File: src/rtl/pacote_ula.sv
// pacote_ula: shared codes for the multi-cycle ALU control block.
//   ula_opcode codes, funcao codes, ula_control codes and FSM states.
package pacote_ula;
  typedef enum logic [1:0] {
    OP_TIPO_R = 2'b00,
    OP_ADDI   = 2'b01,
    OP_SLTI   = 2'b10,
    OP_BEQ    = 2'b11
  } ula_opcode_t;
  localparam int F_ADD   = 0;
  localparam int F_SUB   = 1;
  localparam int F_AND   = 2;
  localparam int F_OR    = 3;
  localparam int F_MENOR = 4;
  localparam int F_XOR   = 5;
  localparam int F_SLL   = 6;
  localparam int F_SRL   = 7;
  localparam int F_JR    = 8;
  localparam int F_MULTU = 9;
  localparam int F_DIVU  = 10;
  localparam int F_MFHI  = 11;
  localparam int F_MFLO  = 12;
  localparam logic [3:0] C_ADD   = 4'b0000;
  localparam logic [3:0] C_SUB   = 4'b0001;
  localparam logic [3:0] C_AND   = 4'b0010;
  localparam logic [3:0] C_OR    = 4'b0011;
  localparam logic [3:0] C_MENOR = 4'b0100;
  localparam logic [3:0] C_XOR   = 4'b0101;
  localparam logic [3:0] C_SLL   = 4'b0110;
  localparam logic [3:0] C_SRL   = 4'b0111;
  localparam logic [3:0] C_MFHI  = 4'b1000;
  localparam logic [3:0] C_MFLO  = 4'b1001;
  typedef enum logic [1:0] {
    OCIOSO  = 2'b00,
    CALCULA = 2'b01,
    FIM     = 2'b10
  } estado_t;
endpackage

File: src/rtl/multdiv_iterativo.sv
// multdiv_iterativo: iterative unsigned multiply/divide datapath with HI/LO.
//   clock, reset_n : clock and synchronous active-low reset
//   carrega        : accept edge; latches operands/operation, loads counter
//   passo          : perform one iteration step
//   divide         : operation to latch on carrega (1 = DIVU, 0 = MULTU)
//   operando_a/b   : multiplicand/dividend and multiplier/divisor
//   ultimo         : current step is the last one (counter == 1)
//   hi, lo         : result registers
module multdiv_iterativo
  import pacote_ula::*;
#(
  parameter int LARGURA = 32
) (
  input  logic               clock,
  input  logic               reset_n,
  input  logic               carrega,
  input  logic               passo,
  input  logic               divide,
  input  logic [LARGURA-1:0] operando_a,
  input  logic [LARGURA-1:0] operando_b,
  output logic               ultimo,
  output logic [LARGURA-1:0] hi,
  output logic [LARGURA-1:0] lo
);
  localparam int CW = $clog2(LARGURA + 1);
  logic [LARGURA-1:0] acc, q, m, acc_prox, q_prox;
  logic [LARGURA:0]   soma, desloc, dif;
  logic               div_op;
  logic [CW-1:0]      contador;
  // {acc,q} is the product being shifted right (MULTU) or the
  // remainder/quotient pair being shifted left (DIVU); dif[MSB] set means
  // the trial subtraction went negative, so the remainder is restored.
  always_comb begin
    soma     = {1'b0, acc} + {1'b0, q[0] ? m : '0};
    desloc   = {acc, q[LARGURA-1]};
    dif      = desloc - {1'b0, m};
    acc_prox = div_op ? (dif[LARGURA] ? desloc[LARGURA-1:0] : dif[LARGURA-1:0]) : soma[LARGURA:1];
    q_prox   = div_op ? {q[LARGURA-2:0], ~dif[LARGURA]} : {soma[0], q[LARGURA-1:1]};
    ultimo   = contador == CW'(1);
  end
  always_ff @(posedge clock) begin
    if (!reset_n) begin
      acc      <= '0;
      q        <= '0;
      m        <= '0;
      div_op   <= 1'b0;
      contador <= '0;
      hi       <= '0;
      lo       <= '0;
    end else if (carrega) begin
      acc      <= '0;
      q        <= operando_a;
      m        <= operando_b;
      div_op   <= divide;
      contador <= CW'(LARGURA);
      if (divide && operando_b == '0) begin
        hi <= operando_a;
        lo <= '1;
      end
    end else if (passo) begin
      acc      <= acc_prox;
      q        <= q_prox;
      contador <= contador - CW'(1);
      if (ultimo) begin
        hi <= acc_prox;
        lo <= q_prox;
      end
    end
  end
endmodule

File: src/rtl/controle_ula_multiciclo.sv
// controle_ula_multiciclo: ALU control decode plus multi-cycle MULTU/DIVU engine.
//   clock, reset_n         : clock and synchronous active-low reset
//   ula_opcode, funcao     : instruction class and R-type function code
//   inicio                 : start request for MULTU/DIVU
//   operando_a, operando_b : engine operands
//   ula_control, controle_jr : combinational decode outputs
//   ocupado, pronto, parada  : busy, one-cycle done pulse, pipeline stall
//   hi, lo                 : product halves or remainder/quotient
module controle_ula_multiciclo
  import pacote_ula::*;
#(
  parameter int LARGURA        = 32,
  parameter int LARGURA_FUNCAO = 4
) (
  input  logic                      clock,
  input  logic                      reset_n,
  input  logic [1:0]                ula_opcode,
  input  logic [LARGURA_FUNCAO-1:0] funcao,
  input  logic                      inicio,
  input  logic [LARGURA-1:0]        operando_a,
  input  logic [LARGURA-1:0]        operando_b,
  output logic [3:0]                ula_control,
  output logic                      controle_jr,
  output logic                      ocupado,
  output logic                      pronto,
  output logic                      parada,
  output logic [LARGURA-1:0]        hi,
  output logic [LARGURA-1:0]        lo
);
  localparam int LF = LARGURA_FUNCAO;
  estado_t    estado, prox;
  logic [3:0] ctrl_r;
  logic       tipo_r, eh_multu, eh_divu, eh_hilo, aceita, div_zero, ultimo;
  always_comb begin
    ctrl_r = C_ADD;
    case (funcao)
      LF'(F_SUB):   ctrl_r = C_SUB;
      LF'(F_AND):   ctrl_r = C_AND;
      LF'(F_OR):    ctrl_r = C_OR;
      LF'(F_MENOR): ctrl_r = C_MENOR;
      LF'(F_XOR):   ctrl_r = C_XOR;
      LF'(F_SLL):   ctrl_r = C_SLL;
      LF'(F_SRL):   ctrl_r = C_SRL;
      LF'(F_MFHI):  ctrl_r = C_MFHI;
      LF'(F_MFLO):  ctrl_r = C_MFLO;
      default:      ctrl_r = C_ADD;
    endcase
    tipo_r      = ula_opcode == OP_TIPO_R;
    ula_control = tipo_r ? ctrl_r : ula_opcode == OP_ADDI ? C_ADD : ula_opcode == OP_SLTI ? C_MENOR : C_SUB;
    controle_jr = tipo_r && funcao == LF'(F_JR);
    eh_multu    = tipo_r && funcao == LF'(F_MULTU);
    eh_divu     = tipo_r && funcao == LF'(F_DIVU);
    eh_hilo     = eh_multu || eh_divu || (tipo_r && (funcao == LF'(F_MFHI) || funcao == LF'(F_MFLO)));
    aceita      = reset_n && estado == OCIOSO && inicio && (eh_multu || eh_divu);
    div_zero    = eh_divu && operando_b == '0;
    prox        = estado == OCIOSO ? (aceita ? (div_zero ? FIM : CALCULA) : OCIOSO)
                : estado == CALCULA ? (ultimo ? FIM : CALCULA) : OCIOSO;
    // The issuing instruction itself stalls on its accept cycle.
    parada      = (ocupado && eh_hilo) || aceita;
  end
  always_ff @(posedge clock) begin
    if (!reset_n) begin
      estado  <= OCIOSO;
      ocupado <= 1'b0;
      pronto  <= 1'b0;
    end else begin
      estado  <= prox;
      ocupado <= prox != OCIOSO;
      pronto  <= prox == FIM;
    end
  end
  multdiv_iterativo #(.LARGURA(LARGURA)) u_multdiv (
    .clock      (clock),
    .reset_n    (reset_n),
    .carrega    (aceita),
    .passo      (estado == CALCULA),
    .divide     (eh_divu),
    .operando_a (operando_a),
    .operando_b (operando_b),
    .ultimo     (ultimo),
    .hi         (hi),
    .lo         (lo)
  );
endmodule

File: config.mk
export PLATFORM = sky130hd
export DESIGN_NAME = controle_ula_multiciclo
export DESIGN_NICKNAME = d
export VERILOG_FILES = /design/src/rtl/pacote_ula.sv /design/src/rtl/multdiv_iterativo.sv /design/src/rtl/controle_ula_multiciclo.sv
export SDC_FILE = /design/constraint.sdc
export NUM_CORES = 1
export LEC_CHECK = 0
export BUFFER_PORTS_ARGS = -buffer_cell sky130_fd_sc_hd__buf_2
export CAP_MARGIN = 20
export CORE_ASPECT_RATIO = 0.7
export CORE_MARGIN = 2
export CORE_UTILIZATION = 59
export DETAILED_ROUTE_END_ITERATION = 12
export GPL_TIMING_DRIVEN = 0
export PLACE_DENSITY = 0.86
export SETUP_SLACK_MARGIN = 0.5
export SLEW_MARGIN = 0
export SYNTH_ARGS = -nofsm -noshare
export SYNTH_HDL_FRONTEND = slang
export SYNTH_SLANG_ARGS = --single-unit
File: constraint.sdc
create_clock -name clock -period 3.75 [get_ports clock]
set_clock_uncertainty 0.1 [all_clocks]
set_input_delay 0.375 -clock clock [delete_from_list [all_inputs] [get_ports clock]]
set_output_delay 0.375 -clock clock [all_outputs]
set_load 0.05 [all_outputs]
### Word level (Yosys, flattened, before mapping)

Memory sizes are Yosys's and may differ from the RTL's.
Index checks and enable logic that the tools add are counted.

| word-level totals | value |
|---|---|
| register bits | 171 |
| ROM bits | 64 |
| bits of input ports | 73 |
| logic and storage cells | 73 |
| memories kept | 1 |

Memories:

| name | words | bits a word | rd ports | clocked after Yosys merged registers in | write ports | line | text |
|---|---|---|---|---|---|---|---|
| (name not given) | 16 | 4 | 1 | 0 | 0 | controle_ula_multiciclo.sv:36 | `case (funcao)` |

| operators by class | value |
|---|---|
| equality and inequality tests | 11 |
| reductions and logical operators | 21 |
| bitwise gates (word level) | 2 |
| muxes and demuxes | 24 |
| $add $sub $neg | 3 |

Operator list:

| operator | number |
|---|---|
| 32-bit two-way mux | 14 |
| 32-bit by 32-bit adder with 33-bit output | 1 |
| 33-bit by 32-bit subtractor with 33-bit output | 1 |
| 32-bit logical NOT | 1 |
| 4-bit == test, second input constant | 5 |
| 6-bit two-way mux | 2 |
| 2-bit two-way mux | 5 |
| 1-bit logical AND | 9 |
| 6-bit by 1-bit == test with 1-bit output, second input constant | 1 |
| 3-bit two-way mux | 2 |
| 2-bit nonzero test | 3 |
| 6-bit by 1-bit subtractor with 6-bit output, second input constant | 1 |
| 2-bit by 1-bit == test with 1-bit output, second input constant | 2 |
| 2-bit == test, second input constant | 2 |
| 2-bit logical NOT | 2 |
| 1-bit logical OR | 4 |
| 4-bit two-way mux | 1 |
| 3-bit AND reduction | 1 |
| 2-bit by 1-bit inequality test with 1-bit output, second input constant | 1 |
| 1-bit NOT | 2 |
| 2-bit OR reduction | 1 |

### Logic depth before layout (Yosys ltp)

| logic depth | value |
|---|---|
| depth after elaboration | 7 |
| depth in mapped cells | 14 |
| mapped depth without buffers | 12 |

### Modules after synthesis

From an unflattened synthesis, not the netlist that was laid out.

| unflattened totals | value |
|---|---|
| cell total of the unflattened synthesis | 1482 |
| area, all modules | 11682.5 sq um |

By module, submodules not included:

| module | seq. area each (sq um) | times used | cells each | area an instance (sq um) |
|---|---|---|---|---|
| multdiv_iterativo | 3343.2 | 1 | 1425 | 11240.8 |
| controle_ula_multiciclo | 80.1 | 1 | 57 | 441.7 |

### Worst setup path before layout

No wires, ideal clock.

| timing path | value |
|---|---|
| path type | register to register |
| start point | reg u_multdiv.q[0] |
| end point | reg u_multdiv.acc[31] |
| library setup time | 0.116 ns |
| cell stages (with the launch flop) | 14 |
| arrival time | 3.012 ns |
| path buffers | 1 |
| data required time | 3.534 ns |
| slack | 0.522 ns |
| cell sequence | dfxtp_1 > clkbuf_1 > and2_1 > ha_1 > fa_1 > a21oi_1 > o22ai_1 > a22oi_1 > a211oi_1 > a21oi_1 > nor2_1 > a2111oi_0 > a21oi_1 > a31o_2 |

| on the way | value |
|---|---|
| longest elaborated chain between the ends | 3 |

Ends and longest elaborated chain:

| item | line | text |
|---|---|---|
| start, declared | multdiv_iterativo.sv:26 | `logic [LARGURA-1:0] acc, q, m, acc_prox, q_prox;` |
| start signal, assigned | multdiv_iterativo.sv:52 | `q <= operando_a;` |
| start signal, assigned | multdiv_iterativo.sv:62 | `q <= q_prox;` |
| 32-bit two-way mux | multdiv_iterativo.sv:34 | `soma = {1'b0, acc} + {1'b0, q[0] ? m : '0};` |
| 32-bit by 32-bit adder with 33-bit output | multdiv_iterativo.sv:34 |  |
| 32-bit two-way mux | multdiv_iterativo.sv:37 | `acc_prox = div_op ? (dif[LARGURA] ? desloc[LARGURA-1:0] : dif[LARGURA-1:0]) : soma[LARGURA:1];` |
| end signal, assigned | multdiv_iterativo.sv:61 | `acc <= acc_prox;` |
| end, declared | multdiv_iterativo.sv:26 |  |

No other way between the ends.
A chain may end at the register's enable or synchronous reset.

### Final worst setup path

| timing path | value |
|---|---|
| start point | reg u_multdiv.q[0] |
| end point | reg u_multdiv.acc[30] |

The elaborated chain is that of the path after synthesis.

==> summary.md <==
| Metric | Value |
|---|---|
| Status | finished clean |
| F_max | 301 MHz |
| Required @ worst endpoint | 4020 ps |
| Syn_area_per_cell | 7.85 um^2 |
| Worst slew margin | 44.7% |
| Top-area cell type share of the netlist area | 29.5% |
| Wire per inst | 22.1 um |
| Worst-skew pair later-pin latency | 450 ps |
| GPL Wtd Cong | 1.03 |
| Die X | 172 um |
| Ant. Diodes | 0 |
| Cell at the slowest stage of the critical path | o41ai_4 |
| Io pins | 145 |
| Die Ht | 121 um |
| CTS tree | done |
| Setup WS pre-CTS | -771 ps |
| Sw frac | 29.9% |
| Worst Path Max Fanout | 10 |
| Peak VDD IR | 0.000211 V |
| Initial antenna violation count | 0 |
| CP bufs+invs | 2 |
| Reg area | 3450 um^2 |
| Finish-stage setup viols | 0 |
| Leading area contributor after synthesis | dfxtp_1 |
| Clock power share | 43.4% |
| Placeable Area | 19100 um^2 |
| Wirelength, routed | 42.8 mm |
| Clock-pin slew on the worst setup and hold paths | 80 ps |
| Asr flop ratio synth | 0% |
| Nets | 1802 |
| Drt initial violations | 1913 |
| PD cells | 297 nW/um^2 |
| Aggregate global-route resource usage | 39.6% |
| Unrepaired setup endpoints after global routing | yes |
| Layout cells sized above 1 | 20.8% |
| CP Capture Type | flip-flop |
| Area after DPL | 12600 um^2 |
| Minimum clock period | 3320 ps |
| Vias | 12815 |
| Worst path cell trace | buf_6 -> and2_4 -> ha_4 -> and3_4 -> and3_4 -> o211ai_1 -> buf_4 -> nand3b_1 -> a21oi_4 -> o41ai_4 -> mux2i_1 -> nand3_2 -> o21ai_2 |
| Synthesized cell area | 11600 um^2 |
| Fill cells | 1432 |
| Area of the multi-input gates | 8080 um^2 |
| Register share of total power | 43.9% |
| Startpoint types | flip-flop |
| Post-cts hold buffer count | 0 |
| Die area | 20800 um^2 |
| Internal power | 0.00292 W |
| Final Max Slew Viols | 0 |
| Root Driver | clkbuf_16 |
| Worst-margin pin slew | 830 ps |
| DRC | 0 |
| Initial core utilization | 60.8% |
| Post-synthesis sequential area ratio | 29.5% |
| Final instance area | 14000 um^2 |
| Fin crit share | 88.6% |
| Ranking of synthesized cells by area | dfxtp_1 30%, ha_1 7.3%, nand2_1 6.6% |
| Number of flops mapped to enable cells by yosys | 0 |
| Leak Pwr | 5.75 nW |
| CTS Sinks | 171 |
| Synth warnings | 0 |
| Vias in the first global route | 11563 |
| Commonest cells post-synth | 203 x nand2_1, 171 x dfxtp_1, 102 x nor2_1 |
| P_sw | 0.00124 W |
| Hpwl dp | 31.5 mm |
| Ys flop type | dfxtp_1 |
| TritonCTS buffer count | 17 |
| Worst-case clock buffer depth | 2 |
| H-tree lvl count | 4 |
| Syn_nets | 1619 |
| Vias per inst | 6.62 |
| Kind of critical path | flip-flop to flip-flop |
| Rows | 42 |
| Final Hold Vio Count | 0 |
| Most common cell in the netlist | nand2_1 |
| DRT Pass-1 Iters | 8 |
| Largest stage delay, worst path | 500 ps |
| #FFs+latches synth | 171 |
| Comb pwr share | 12.7% |
| Tightest Hold Check Type | primary input to flip-flop |
| Max_cap viols | 0 |
| Top delay family on crit path | simple AND/OR/NAND/NOR gates |
| GRT overflow | 0 |
| Critical path's most frequent cell | and3_4 |
| Synth cell types | 73 |
| Antenna Violating Nets Remaining | 0 |
| CP Data Arrival Time | 3600 ps |
| Syn Inst Count | 1476 |
| Area growth syn-to-layout | 21.1% |
| Final setup margin | 427 ps |
| First-pass GRT wire length | 63.6 mm |
| Largest net degree at the start of global routing | 20 |
| IO buf count | 143 |
==> layout make-up <==
type | instances | share of cell area (%)
Buffer | 100 | 3.54
Clock buffer | 17 | 3.03
Clock inverter | 15 | 1.21
Inverter | 52 | 1.39
Multi-Input combinational cell | 1153 | 57.5
Sequential cell | 171 | 24.6
Tap cell | 264 | 2.35
Timing Repair Buffer | 164 | 6.37
==> stage by stage <==
stage / utilization [%] / std cells / hold WS, ps / TNS (ps) / total power [W]
CTS: 71.1 / 1923 / 79.1 / 0 / 0.00409
detailed placement: 66.2 / 1883 / 375 / -4980 / 0.00232
floorplan: - / 1476 / 352 / 0 / 0.00216
finish: 73.6 / 1936 / 76.1 / 0 / 0.00416
global placement: 66.2 / 1883 / 369 / -3680 / 0.00231
global route: 73.6 / 1936 / 89.2 / 0 / 0.00424
==> layer usage <==
layer  global-route usage [%]  up-vias  wire, um
li1                         -     5722         -
met4                     14.8        0      1520
met1                     55.5     5984     17800
met2                     57.1      959     17700
met5                        0        -         0
met3                     11.8      150      5800
==> repair_timing <==
item                                    4_1_cts  5_1_grt
endpoints found under the hold margin         0        0
resized for setup                            59      120
pin swaps                                    18       28
endpoints found under the setup margin       66       68
cloned                                        0        1
setup buffers                                 8       12
==> flip-flops by register name, summed over array words and instances, names as in the netlist <==
name                flops
u_multdiv.q            32
u_multdiv.acc          32
u_multdiv.div_op        1
u_multdiv.contador      6
ocupado                 1
u_multdiv.lo           32
estado                  2
pronto                  1
u_multdiv.hi           32
u_multdiv.m            32
==> power by group through the flow <==
stage                     clock [W]  sequential (W)  combinational (W)
final                       0.00181         0.00183           0.000527
after global routing        0.00186         0.00183           0.000551
after CTS                   0.00179         0.00183           0.000474
after detailed placement          0         0.00187           0.000453
after global placement            0         0.00187           0.000444
after floorplan                   0         0.00187           0.000292
==> final timing paths <==
kind | endpoint | from | slack, ps | cells after the start
setup / recovery | u_multdiv.acc[30] | u_multdiv.q[0] | 430 | 13
hold / removal | u_multdiv.m[14] | operando_b[14] | 80 | 3
setup reg to reg | u_multdiv.acc[30] | u_multdiv.q[0] | 430 | 13
hold reg to reg | u_multdiv.m[3] | u_multdiv.m[3] | 380 | 2
==> tightest hold or removal path, cell delays in order <==
cell and delay [ps]:
buf_2 110, nand2_1 40, a21boi_0 60
==> logic make-up (layout without fill, tap and decap cells) <==
group                      after synthesis  in the layout  share of synthesized area (%)
muxes                                   49             49                           4.32
adders and majority gates               70             70                           7.69
and+or+nand+nor                        504            504                           20.7
buffers and inverters                  152            348                           5.47
xor gates and xnor gates                58             58                           4.38
AOI/OAI and AO/OA                      472            472                           27.9
DFF                                    171            171                           29.5
==> cells in the final DEF, fill, tap and decap left out, types with 12 or more instances in the layout <==
cell type and count:
xnor2_1 27, a211oi_1 12, a21oi_1 83, a221oi_1 32, a21o_1 19, nor3_1 15, nor2b_1 42, nand3_1 28
dfxtp_2 15, mux2i_1 43, clkbuf_2 13, o21ai_0 79, and2_1 35, o311a_1 31, xor2_1 30, nand4_1 14
a21boi_0 37, ha_1 51, a22o_1 32, buf_2 149, o211ai_1 16, inv_1 52, clkbuf_1 55, and3_1 13
buf_1 12, buf_4 20, clkbuf_16 18, dfxtp_1 154, o21ai_1 17, nor2_1 99, nand2_1 203, a21oi_2 12
Note: power is estimated with default switching activity, not from simulation.
